===== src/rtl/alu_pkg.sv =====
// ============================================================================
// alu_pkg : opcodes, sequencer state encoding and opcode helpers
// Revision: 1.0
// ============================================================================
`default_nettype none
`timescale 1ns/1ps

package alu_pkg;

  localparam logic [2:0] OP_ADD = 3'b000;
  localparam logic [2:0] OP_SUB = 3'b001;
  localparam logic [2:0] OP_AND = 3'b010;
  localparam logic [2:0] OP_OR  = 3'b011;
  localparam logic [2:0] OP_XOR = 3'b100;
  localparam logic [2:0] OP_NOT = 3'b101;
  localparam logic [2:0] OP_SHL = 3'b110;
  localparam logic [2:0] OP_SHR = 3'b111;

  typedef enum logic [1:0] {
    ST_IDLE = 2'd0,
    ST_EXEC = 2'd1,
    ST_RESP = 2'd2
  } state_t;

  // Only add/sub produce a meaningful carry/borrow from the ALU.
  function automatic logic is_arith(input logic [2:0] op);
    return (op == OP_ADD) || (op == OP_SUB);
  endfunction

endpackage

`default_nettype wire


===== src/rtl/alu_rr_arbiter.sv =====
// ============================================================================
// alu_rr_arbiter : two-input round-robin arbiter with last-grant pointer
// Revision: 1.0
// ============================================================================
`default_nettype none
`timescale 1ns/1ps

module alu_rr_arbiter (
  input  logic       clock,
  input  logic       reset_n,
  input  logic [1:0] req,
  input  logic       enable,
  output logic [1:0] grant,
  output logic       grant_id
);

  logic last;
  logic pick;
  logic any_req;

  // On a tie the requester not served last wins; a lone requester always wins.
  always_comb begin
    any_req = |req;
    pick    = (req == 2'b11) ? ~last : req[1];
  end

  assign grant_id = pick;
  assign grant    = (enable && any_req) ? (pick ? 2'b10 : 2'b01) : 2'b00;

  // Reset value 1 lets requester 0 win the first tie.
  always_ff @(posedge clock or negedge reset_n) begin
    if (!reset_n) begin
      last <= 1'b1;
    end else if (enable && any_req) begin
      last <= pick;
    end
  end

endmodule

`default_nettype wire


===== src/rtl/alu_op_sequencer.sv =====
// ============================================================================
// alu_op_sequencer : shares one external ALU between two requesters and
//                    returns tagged results over a valid/ready handshake
// Revision: 1.0
// ============================================================================
`default_nettype none
`timescale 1ns/1ps

module alu_op_sequencer
  import alu_pkg::*;
#(
  parameter int WIDTH   = 8,
  parameter int ALU_LAT = 1
) (
  input  logic             clock,
  input  logic             reset_n,
  input  logic             req0_valid,
  output logic             req0_ready,
  input  logic [2:0]       req0_op,
  input  logic [WIDTH-1:0] req0_a,
  input  logic [WIDTH-1:0] req0_b,
  input  logic             req0_cin,
  input  logic             req1_valid,
  output logic             req1_ready,
  input  logic [2:0]       req1_op,
  input  logic [WIDTH-1:0] req1_a,
  input  logic [WIDTH-1:0] req1_b,
  input  logic             req1_cin,
  output logic             rsp_valid,
  input  logic             rsp_ready,
  output logic             rsp_id,
  output logic [WIDTH-1:0] rsp_result,
  output logic             rsp_overflow,
  output logic [2:0]       alu_sel,
  output logic [WIDTH-1:0] alu_a,
  output logic [WIDTH-1:0] alu_b,
  output logic             alu_cin,
  input  logic [WIDTH-1:0] alu_result,
  input  logic             alu_overflow
);

  if ((ALU_LAT < 1) || (ALU_LAT > 15)) begin : g_bad_lat
    $error("alu_op_sequencer: ALU_LAT must be within 1..15");
  end

  localparam logic [3:0] LAST_CNT = 4'(ALU_LAT - 1);

  state_t     state;
  logic [3:0] cnt;
  logic       op_id;
  logic [1:0] grant;
  logic       grant_id;
  logic       arb_en;

  assign arb_en = (state == ST_IDLE);

  alu_rr_arbiter u_arb (
    .clock    (clock),
    .reset_n  (reset_n),
    .req      ({req1_valid, req0_valid}),
    .enable   (arb_en),
    .grant    (grant),
    .grant_id (grant_id)
  );

  // Ready is only ever raised in IDLE because the arbiter is disabled elsewhere.
  assign req0_ready = grant[0];
  assign req1_ready = grant[1];

  // The latched operation registers drive the ALU directly, so they hold
  // their values through IDLE and RESP.
  always_ff @(posedge clock or negedge reset_n) begin
    if (!reset_n) begin
      state        <= ST_IDLE;
      cnt          <= 4'd0;
      op_id        <= 1'b0;
      alu_sel      <= 3'b000;
      alu_a        <= '0;
      alu_b        <= '0;
      alu_cin      <= 1'b0;
      rsp_valid    <= 1'b0;
      rsp_id       <= 1'b0;
      rsp_result   <= '0;
      rsp_overflow <= 1'b0;
    end else begin
      case (state)
        ST_IDLE: begin
          if (grant != 2'b00) begin
            op_id   <= grant_id;
            alu_sel <= grant_id ? req1_op  : req0_op;
            alu_a   <= grant_id ? req1_a   : req0_a;
            alu_b   <= grant_id ? req1_b   : req0_b;
            alu_cin <= grant_id ? req1_cin : req0_cin;
            cnt     <= 4'd0;
            state   <= ST_EXEC;
          end
        end
        ST_EXEC: begin
          if (cnt == LAST_CNT) begin
            rsp_result   <= alu_result;
            rsp_overflow <= is_arith(alu_sel) & alu_overflow;
            rsp_id       <= op_id;
            rsp_valid    <= 1'b1;
            cnt          <= 4'd0;
            state        <= ST_RESP;
          end else begin
            cnt <= cnt + 4'd1;
          end
        end
        ST_RESP: begin
          if (rsp_ready) begin
            rsp_valid <= 1'b0;
            state     <= ST_IDLE;
          end
        end
        default: begin
          state <= ST_IDLE;
        end
      endcase
    end
  end

endmodule

`default_nettype wire


===== config.mk =====
export PLATFORM = sky130hd
export DESIGN_NAME = alu_op_sequencer
export DESIGN_NICKNAME = d
export VERILOG_FILES = /design/src/rtl/alu_pkg.sv /design/src/rtl/alu_rr_arbiter.sv /design/src/rtl/alu_op_sequencer.sv
export SDC_FILE = /design/constraint.sdc
export NUM_CORES = 1
export LEC_CHECK = 0
export CORE_ASPECT_RATIO = 1.4
export CORE_MARGIN = 1.5
export CORE_UTILIZATION = 35
export CTS_CLUSTER_DIAMETER = 200
export DETAILED_ROUTE_END_ITERATION = 16
export PLACE_DENSITY = 0.73
export SYNTH_ARGS = -nofsm -noshare
export SYNTH_HDL_FRONTEND = slang
export SYNTH_SLANG_ARGS = --single-unit

===== constraint.sdc =====
create_clock -name clock -period 1.4 [get_ports clock]
set_clock_uncertainty 0.05 [all_clocks]
set_input_delay 0.14 -clock clock [delete_from_list [all_inputs] [get_ports clock]]
set_output_delay 0.14 -clock clock [all_outputs]
set_load 0.02 [all_outputs]

=== Yosys cells after proc, flatten, opt, wreduce, memory -nomap -nowiden ===
Index checks and enable logic that the tools add are counted.

* Register bits after elaboration: 39
* Input port bits: 54
* Output and inout bits: 33
* Word-level logic and storage cells: 53

* Add/sub/neg operators: 1
* Equality and inequality tests: 7
* Muxes and demuxes: 17
* Bitwise operators: 2
* Reduce and logical (&&, ||, !) cells: 14

{| class="wikitable"
|+ Operators by type and width
! kind !! number
|-
| 8-bit two-way mux || 2
|-
| 2-bit two-way mux || 5
|-
| 4-bit two-way mux || 2
|-
| 4-bit one-hot mux with 2 select lines || 1
|-
| 2-bit != test, second input constant || 3
|-
| 2-bit one-hot mux with 3 select lines || 1
|-
| 2-bit AND reduction || 3
|-
| 3-bit AND reduction || 2
|-
| 2-bit nonzero test || 3
|-
| 4-bit by 1-bit adder with 4-bit output, second input constant || 1
|-
| 2-bit == test, second input constant || 2
|-
| 4-bit logical NOT || 1
|-
| 1-bit two-way mux || 4
|-
| 3-bit by 1-bit == test with 1-bit output, second input constant || 1
|-
| 3-bit logical NOT || 1
|-
| 3-bit two-way mux || 1
|-
| 2-bit by 1-bit == test with 1-bit output, second input constant || 1
|-
| 2-bit logical NOT || 1
|-
| 1-bit one-hot mux with 2 select lines || 1
|-
| 2-bit OR reduction || 1
|-
| 1-bit bitwise AND || 1
|-
| 1-bit logical AND || 1
|-
| 1-bit logical OR || 1
|-
| 1-bit NOT || 1
|}

=== Depth between registers and ports, before layout ===
Gate-level depths: netlist of the first run.

* Depth after elaboration: 7
* Depth in mapped cells: 5
* Gate-level depth less buffers: 4

=== Cells and area by module ===
Synthesis of the first run repeated with hierarchy kept, for this count alone.

* Cells, all modules: 161
* Area, all modules: 1841.8 um^2

{| class="wikitable"
|+ By module, submodules not included
! module !! instances !! cells each !! area an instance (um^2)
|-
| alu_op_sequencer || 1 || 153 || 1774.2
|-
| alu_rr_arbiter || 1 || 8 || 67.6
|}

=== Worst setup path after synthesis of the first run ===
OpenSTA, ideal clock, no wires.

* Kind: reg2reg
* Start point: register cnt[0]
* End point: register rsp_overflow
* Library setup time: 0.125 ns
* Arrival: 1.194 ns
* Slack: 0.031 ns
* Cell stages (with the launch flop): 6
* Buffers on the path: 1
* Clock period less this slack: 1.369 ns
* Cell sequence: dfrtp_1 inv_1 ha_1 nand3_4 buf_6 mux2_4

* Word-level cells in the longest chain between the ends: 2

{| class="wikitable"
|+ RTL lines
! what !! line !! source
|-
| start: declaration || alu_op_sequencer.sv:49 || <nowiki>logic [3:0] cnt;</nowiki>
|-
| start signal: assignment || alu_op_sequencer.sv:107 || <nowiki>cnt <= cnt + 4'd1;</nowiki>
|-
| 4-bit logical NOT || alu_op_sequencer.sv:99 || <nowiki>if (cnt == LAST_CNT) begin</nowiki>
|-
| 2-bit AND reduction (no line) || n/a ||
|-
| end signal: assignment || alu_op_sequencer.sv:101 || <nowiki>rsp_overflow <= is_arith(alu_sel) & alu_overflow;</nowiki>
|-
| end: declaration || alu_op_sequencer.sv:33 || <nowiki>output logic rsp_overflow,</nowiki>
|}

No other way between the ends.
A chain may end at the register's enable or synchronous reset.

=== Worst setup path in the final report of the first run ===
* Start point: register state[1]
* End point: register rsp_result[7]

* Word-level cells in the longest chain between the ends: 2

{| class="wikitable"
|+ RTL lines
! what !! line !! source
|-
| start: declaration || alu_op_sequencer.sv:48 || <nowiki>state_t state;</nowiki>
|-
| start signal: assignment || alu_op_sequencer.sv:74 || <nowiki>state <= ST_IDLE;</nowiki>
|-
| start signal: assignment || alu_op_sequencer.sv:95 || <nowiki>state <= ST_EXEC;</nowiki>
|-
| start signal: assignment || alu_op_sequencer.sv:105 || <nowiki>state <= ST_RESP;</nowiki>
|-
| 2-bit by 1-bit == test with 1-bit output || alu_op_sequencer.sv:86 || <nowiki>case (state)</nowiki>
|-
| 2-bit AND reduction (no line) || n/a ||
|-
| end signal: assignment || alu_op_sequencer.sv:100 || <nowiki>rsp_result <= alu_result;</nowiki>
|-
| end: declaration || alu_op_sequencer.sv:32 || <nowiki>output logic [WIDTH-1:0] rsp_result,</nowiki>
|}

No other way between the ends.

==> impl_metrics.ini, run 1 <==
[run_status]
status = finished, violations left
violations = setup timing

[yosys]
synth.avg_cell_area_um2 = 10.2
synthXorXnorAreaFrac_pct = 0.956
synth-simple-area-share_pct = 6.69
synth_edf_count = 0
syn_nets = 235
ys_warn_count = 0
synth.distinct_cells = 24
ys_ff_latch = 39
synthMuxAreaShare_pct = 7.79
synth_compound_area_share_pct = 18.4
synth_flop_cell = dfrtp_1
seq_area_frac_synth_pct = 53.3
synthAdderAreaFrac_pct = 1.37
async_flop_share_pct = 100
synth_top_family_by_area = compound AO/OA/AOI/OAI gates
syn_inst = 179
netlist_area_mm2 = 0.00183

[sta]
period_share_pct = 106
setup_ws_ps = -80.8
worst_pin_slew_ps = 305
fmax_mhz = 675
period_needed_ps = 1480
grt_setup_unrepaired = yes
report.final.setup_viol = 20
hold_ws_ps = 282
drv_slew = 0
hold_violations = 0
slew_headroom_pct = 79.6
setup_tns_ps = -650

[clocking]
cts-root-buf = clkbuf_8
clock-sinks = 39
cts_made_buffers = 5
cts_htree_levels = 2
cts_buffer_depth = 2
cts_tree = built
clk_pin_slew_ps = 80
clk_latency_ps = 290

[critical_path]
crit_arrival_ps = 1600
cp_slowest_cell = dfrtp_1
path_class = flop to flop
path_max_fanout = 6
cp-start-kind = flop
cp-end-kind = flop
crit_path_max_incr_delay_ps = 400
critPathBufInv = 1
cpLargestDelayFamily = simple AND/OR/NAND/NOR gates
cp_cell_sequence = buf_6 > and2b_2 > nand3_4 > mux2_4
crit_required_ps = 1520

[power]
irDropWorstVdd_v = 0.000899
p_per_area_mw_per_mm2 = 1980
p_total_mw = 6.32
leakage_nw = 1.55

[place]
dpl.cell_count = 339
port_buffers = 86
place.gp.congestion = 0.830
hpwlAfterDp_mm = 3.48

[floorplanning]
start_util_pct = 35.8
core_area_mm2 = 0.00512
dieArea_mm2 = 0.00568
dieHeight_um = 88.6
ios = 87
row_count = 31
die_x_um = 64.1

[route]
vias = 1750
route.detailed.drc = 0
detail_route.iter0.violations = 40
wl_mm = 5.25
vias_per_cell = 4.94
drt-pass1-iter-count = 4
ant_nets = 0
routedWlPerCell_um = 14.8

[global_route]
grt_antenna_before_repair = 0
grt_max_degree = 40
grt.overflow.total = 0
grt_pass1_vias = 1806
grt_pass1_wl_mm = 8.31
groute.usage.overall_pct = 18.7

[layout]
syn_to_final_growth_pct = 74.5
layout_commonest_cell = clkdlybuf4s50_1
layout-drive-gt1-share_pct = 28.1
final_cell_mix = clkdlybuf4s50_1, inv_1, dfrtp_1
n_antenna_cell = 0
nets = 343
final_cells = 354

[hold_path]
hp-class = input port to asynchronous set/reset pin

[run]
cap_violations = 0
routing by layer:
layer  part of all wire (%)  track usage [%]
met5                      0                0
met4                    1.5             7.54
met3                    4.7             4.33
met2                     54             33.0
met1                     40             22.0
through the flow:
step                instance area (um2)  utilization [%]  worst slack [ps]
detailed placement                 2870             56.0              -281
global route                       3200             62.4              -123
floorplan                          1830                -              31.1
global placement                   2870             56.0              -287
finish                             3200             62.4             -80.8
CTS                                3000             58.7             -66.4
where the power goes:
part,internal (mW),switching (mW)
Combinational,1.72,1.85
Clock,0.398,0.390
Sequential,1.64,0.321
path summary, 6_finish.rpt:
kind	start	endpoint	slack, ps	depth (start not counted)
max	state[1]	rsp_result[7]	-80	4
min	reset_n	rsp_result[0]	280	3
max reg2reg	state[1]	rsp_result[7]	-80	4
min reg2reg	op_id	op_id	440	2
max in group asynchronous	reset_n	u_arb.last	770	3
min in group clock	req1_a[6]	alu_a[6]	370	3
final cells by class:
class | count | area [um2]
clock inverter | 1 | 5.00
clock buffer | 7 | 86.3
timing repair buffer | 109 | 1030
fill | 428 | 1920
inverter | 45 | 169
sequential | 39 | 977
multi-input combinational | 87 | 843
tap | 66 | 82.6
tightest hold or removal path, delay by kind of cell:
kind,cells,cell delay (ps)
buffers and inverters,3,850
Yosys cell counts, drive strengths merged, types with 2 or more instances:
| master | instances | area, um2 |
|---|---|---|
| dfrtp | 38 | 951 |
| o22ai | 2 | 12.5 |
| mux2 | 10 | 143 |
| nand3 | 4 | 32.5 |
| nand2 | 7 | 26.3 |
| ha | 2 | 25.0 |
| o221ai | 20 | 175 |
| clkbuf | 8 | 30.0 |
| xor2 | 2 | 17.5 |
| o21ai | 25 | 125 |
| nor2 | 4 | 15.0 |
| inv | 45 | 169 |
| nand2b | 3 | 18.8 |
flip-flops by register name, indices dropped and copies added, names as in the netlist:
name,flops
state,2
op_id,1
alu_a,8
alu_b,8
rsp_overflow,1
u_arb.last,1
rsp_result,8
rsp_valid,1
alu_cin,1
alu_sel,3
rsp_id,1
cnt,4
cell families (layout without fill, tap and decap cells):
group,Yosys count,count (layout)
buffers and inverters,54,162
xor gates and xnor gates,2,2
and+or+nand+nor,22,23
muxes,10,10
adders and majority gates,2,2
AOI/OAI and AO/OA,50,50
DFF,39,39
repair_timing:
| item | in CTS | in global routing |
|---|---|---|
| setup endpoints to repair | 63 | 37 |
| setup buffers | 1 | 2 |
| endpoints found under the hold margin | 39 | 0 |
| hold buffers | 1 | 0 |
| pin swaps | 2 | 10 |
| resized for setup | 74 | 38 |
| gates cloned | 2 | 1 |
(Power assumes the default switching activity.)
==> inputs of run 2 (changes only) <==
--- a/config.mk
+++ b/config.mk
@@ -10,7 +10,7 @@
 export CORE_UTILIZATION = 35
 export CTS_CLUSTER_DIAMETER = 200
 export DETAILED_ROUTE_END_ITERATION = 16
-export PLACE_DENSITY = 0.73
+export PLACE_DENSITY_LB_ADDON = 0.08
 export SYNTH_ARGS = -nofsm -noshare
 export SYNTH_HDL_FRONTEND = slang
 export SYNTH_SLANG_ARGS = --single-unit
==> impl_metrics.ini, run 2 (synthesis results as in run 1) <==
[run_status]
status = finished, violations left
violations = setup timing

[power]
p_per_area_mw_per_mm2 = 1970
p_total_mw = 6.44
leakage_nw = 1.57
irDropWorstVdd_v = 0.000949

[critical_path]
crit_path_max_incr_delay_ps = 550
ff2ff_path_depth = 5
cpLargestDelayFamily = flip-flops
cp-startpoint = u_arb.last
critPathBufInv = 3
cp_cell_sequence = buf_6 > nand2_2 > nand3_2 > inv_2 > buf_6
r2r-end = alu_a[4]
worst-path-stages = 5
cp-start-kind = flop
crit_required_ps = 1210
cpMostUsedCell = buf_6
path_max_fanout = 2
cp-end-kind = primary output
cp_slowest_cell = dfstp_2
path_class = flop to primary output
crit_arrival_ps = 1240
rrSetupSlack_ps = 0
r2r_start = state[0]
crit_end = req1_ready

[sta]
drv_slew = 0
report.final.setup_viol = 3
grt_setup_unrepaired = yes
setup_tns_ps = -61.1
period_share_pct = 102
period_needed_ps = 1430
setup_ws_ps = -28.9
hold_ws_ps = 242
hold_violations = 0
slew_headroom_pct = 75.0
worst_pin_slew_ps = 376
fmax_mhz = 700

[clocking]
cts_tree = built
clk_pin_slew_ps = 80
cts-root-buf = clkbuf_8
cts_htree_levels = 2
cts_buffer_depth = 2
clk_latency_ps = 290
cts_made_buffers = 5
clock-sinks = 39

[floorplanning]
ios = 87
dieArea_mm2 = 0.00568
core_area_mm2 = 0.00512
die_x_um = 64.1
dieHeight_um = 88.6
row_count = 31
start_util_pct = 35.8

[layout]
n_antenna_cell = 0
nets = 343
final_cells = 354
layout-drive-gt1-share_pct = 30.9
final_area_mm2 = 0.00327
layout_commonest_cell = clkdlybuf4s50_1
syn_to_final_growth_pct = 78.4
reg.largest.list = alu_a: 8 flops, alu_b: 8 flops, rsp_result: 8 flops
final_cell_mix = clkdlybuf4s50_1, inv_1, dfrtp_1
fin_util_pct = 63.8

[route]
route.detailed.drc = 0
detail_route.iter0.violations = 24
drt-pass1-iter-count = 4
vias_per_cell = 4.81
routedWlPerCell_um = 14.4
vias = 1703
ant_nets = 0
wl_mm = 5.08

[place]
hpwlAfterDp_mm = 3.42
placed_area_mm2 = 0.00288
place.gp.congestion = 0.749
pre_cts_slack_ps = -258
dpl.cell_count = 339
port_buffers = 86

[global_route]
grt_max_degree = 26
grt.overflow.total = 0
grt_antenna_before_repair = 0
grt_pass1_vias = 1716
groute.usage.overall_pct = 18.0
grt_pass1_wl_mm = 7.95

[hold_path]
hp-class = input port to asynchronous set/reset pin

[run]
cap_violations = 0
[run 2: changes by cell type in the layout (fill, tap and decap cells not counted), sizes merged]
cell	change
buf	-2
clkinvlp	+2
[run 2: how the worst min path moves through the flow]
stage / from / end / slack [ps]
after floorplan: reset_n / alu_a[0] / -210
after detailed placement: reset_n / alu_a[3] / 30
after global placement: reset_n / alu_a[3] / 30
after global routing: reset_n / alu_sel[1] / 280
final: reset_n / alu_a[3] / 240
after CTS: reset_n / alu_a[3] / 250
[run 2: what timing repair did]
item                       4_1_cts  5_1_grt
setup buffers                    0        3
hold buffers                     1        0
hold endpoints to repair        13        0
resized for setup               68       48
cloned                           1        2
setup endpoints to repair       65       36
pin swaps                        0       20
[run 2: power breakdown]
group	switching (mW)	internal (mW)
sequential	0.347	1.64
combinational	1.85	1.86
clock	0.397	0.346
total	2.59	3.85
[run 2: area by class of cell]
cell class | count | area, um2
tap | 66 | 82.6
clock buffer | 5 | 68.8
clock inverter | 3 | 20.0
inverter | 45 | 169
sequential | 39 | 977
timing repair buffer | 109 | 1070
multi-input combinational | 87 | 881
fill | 465 | 1850
[run 2: metal layers]
metal / wire (um) / track usage, % / vias to the layer above
met5: 0 / 0 / -
li1: - / - / 819
met2: 2760 / 32.5 / 52
met3: 328 / 5.73 / 4
met4: 38 / 5.80 / 0
met1: 1960 / 20.2 / 828
==> inputs of run 3 (changes only) <==
--- a/config.mk
+++ b/config.mk
@@ -10,6 +10,7 @@
 export CORE_UTILIZATION = 35
 export CTS_CLUSTER_DIAMETER = 200
 export DETAILED_ROUTE_END_ITERATION = 16
+export DONT_BUFFER_PORTS = 1
 export PLACE_DENSITY_LB_ADDON = 0.08
 export SYNTH_ARGS = -nofsm -noshare
 export SYNTH_HDL_FRONTEND = slang
==> impl_metrics.ini, run 3 (synthesis results as in run 1) <==
[place]
hpwlAfterDp_mm = 3.04
placed_area_mm2 = 0.00202
place.gp.congestion = 0.703
port_buffers = 0

[route]
vias = 1593
routedWlPerCell_um = 16.3
ant_nets = 0
wl_mm = 5.16
detail_route.iter0.violations = 58
vias_per_cell = 5.04
drt-pass1-iter-count = 4
route.detailed.drc = 0

[sta]
drv_slew = 0
worst_pin_slew_ps = 303
hold_violations = 4
period_share_pct = 108
fmax_mhz = 661
setup_ws_ps = -113
hold_ws_ps = -4.68
grt_setup_unrepaired = yes
period_needed_ps = 1510
report.final.setup_viol = 10
slew_headroom_pct = 79.7

[clocking]
clock-sinks = 39
cts_made_buffers = 5
cts_buffer_depth = 2
clk_latency_ps = 290
cts_tree = built
clk_pin_slew_ps = 70
cts_htree_levels = 2
cts-root-buf = clkbuf_8

[critical_path]
cp_cell_sequence = nand2b_4 > nand3_4 > buf_12 > clkinv_4 > buf_6
crit_arrival_ps = 1320
cp_slowest_cell = dfstp_2
r2r-end = alu_a[1]
crit_end = req0_ready
rrSetupSlack_ps = -30
cp-startpoint = u_arb.last
path_class = flop to primary output
crit_path_max_incr_delay_ps = 540
r2r_start = u_arb.last
cp-start-kind = flop
crit_required_ps = 1210
ff2ff_path_depth = 5
cp-end-kind = primary output
path_max_fanout = 3

[layout]
final_area_mm2 = 0.00292
layout_commonest_cell = dlygate4sd3_1
final_cell_mix = dlygate4sd3_1, inv_1, dfrtp_1
reg.largest.list = alu_a: 8 flops, alu_b: 8 flops, rsp_result: 8 flops
fin_util_pct = 56.9
fillers = 425
nets = 305
multiInputGateArea_um2 = 832
regArea_um2 = 978
syn_to_final_growth_pct = 59.2
n_antenna_cell = 0
layout-drive-gt1-share_pct = 29.6

[floorplanning]
core_area_mm2 = 0.00512
die_x_um = 64.1
start_util_pct = 35.8
ios = 87
dieHeight_um = 88.6
row_count = 31
dieArea_mm2 = 0.00568

[power]
power_switching_share_pct = 40.2
p_per_area_mw_per_mm2 = 2030
p_clk_share_pct = 16.3
p_total_mw = 5.91
p_comb_share_pct = 40.7
power.switching_mw = 2.38
irDropWorstVdd_v = 0.000804
leakage_nw = 1.38
p_int_mw = 3.53
p_seq_share_pct = 43.1

[global_route]
busiest_layer = met2
groute.usage.overall_pct = 19.0
grt_pass1_wl_mm = 8.22
grt_util_met3_pct = 4.96
grt.overflow.total = 0
grt_antenna_before_repair = 0
grt_max_degree = 40
grt.met1_usage_pct = 20.5
use_met2_pct = 35.3
grt_pass1_vias = 1683

[run]
cap_violations = 0

[run_status]
status = finished, violations left
violations = hold timing, setup timing

[hold_path]
hp-class = input port to flop
hp-start = req0_b[0]
-- run 3: cell count changes in the layout (fill, tap and decap cells not counted), moves of 3 or more --
cell and delta:
o21ai_1 +16, dlygate4sd3_1 +45, o21ai_2 -15, buf_12 +3
dlygate4sd2_1 -31, clkdlybuf4s50_1 -52, o21ai_4 -4, o21ai_0 +3
-- run 3: area by class of cell --
| type | instances | area share (%) |
|---|---|---|
| Clock buffer | 6 | 2.83 |
| Clock inverter | 2 | 1.20 |
| Inverter | 45 | 6.14 |
| Multi-Input combinational cell | 87 | 28.5 |
| Sequential cell | 39 | 33.6 |
| Tap cell | 66 | 2.83 |
| Timing Repair Buffer | 71 | 24.9 |
-- run 3: layer usage --
metal,wire length (um),share of wire [%]
met5,0,0
met4,78,1.5
met3,253,4.9
met2,2890,56
met1,1940,38
-- run 3: worst min-delay path by stage --
| stage | to | slack, ps | depth (start not counted) |
|---|---|---|---|
| 6_report | alu_b[0] | -5 | 2 |
| 5_1_grt | alu_b[7] | 2 | 2 |
| 4_1_cts | alu_b[0] | 3 | 2 |
| 3_5_place_dp | alu_a[2] | -200 | 0 |
| 3_3_place_gp | alu_a[4] | -200 | 0 |
| 2_1_floorplan | alu_a[0] | -210 | 0 |
-- run 3: worst max-delay path: cells and delay by family, from the launching register on --
kind | cells | cell delay [ps]
buffers and inverters | 3 | 270
DFF | 1 | 540
and+or+nand+nor | 2 | 210
-- run 3: through the flow --
step                hold slack (ps)  TNS (ps)  instances  worst slack, ps
floorplan                      -206         0        179             31.1
CTS                            2.57      -750        314             -106
global placement               -204         0        252             38.1
detailed placement             -204      -147        252            -35.6
global route                   1.61     -1100        316             -164
finish                        -4.68      -292        316             -113
-- run 3: repair_timing --
item | in CTS | in global routing
pin swaps | 5 | 3
gates resized for setup | 24 | 41
hold buffers | 45 | 2
endpoints found under the hold margin | 68 | 2
cloned | 2 | 0
buffers inserted | 7 | 1
setup endpoints to repair | 14 | 33
-- run 3: power groups by stage --
stage / registers [mW] / logic, mW / clock network (mW)
after global placement: 2.52 / 1.53 / 0
after global routing: 2.60 / 2.61 / 1.04
after detailed placement: 2.53 / 1.62 / 0
after CTS: 2.53 / 2.15 / 0.993
final: 2.54 / 2.40 / 0.961
after floorplan: 2.44 / 1.16 / 0
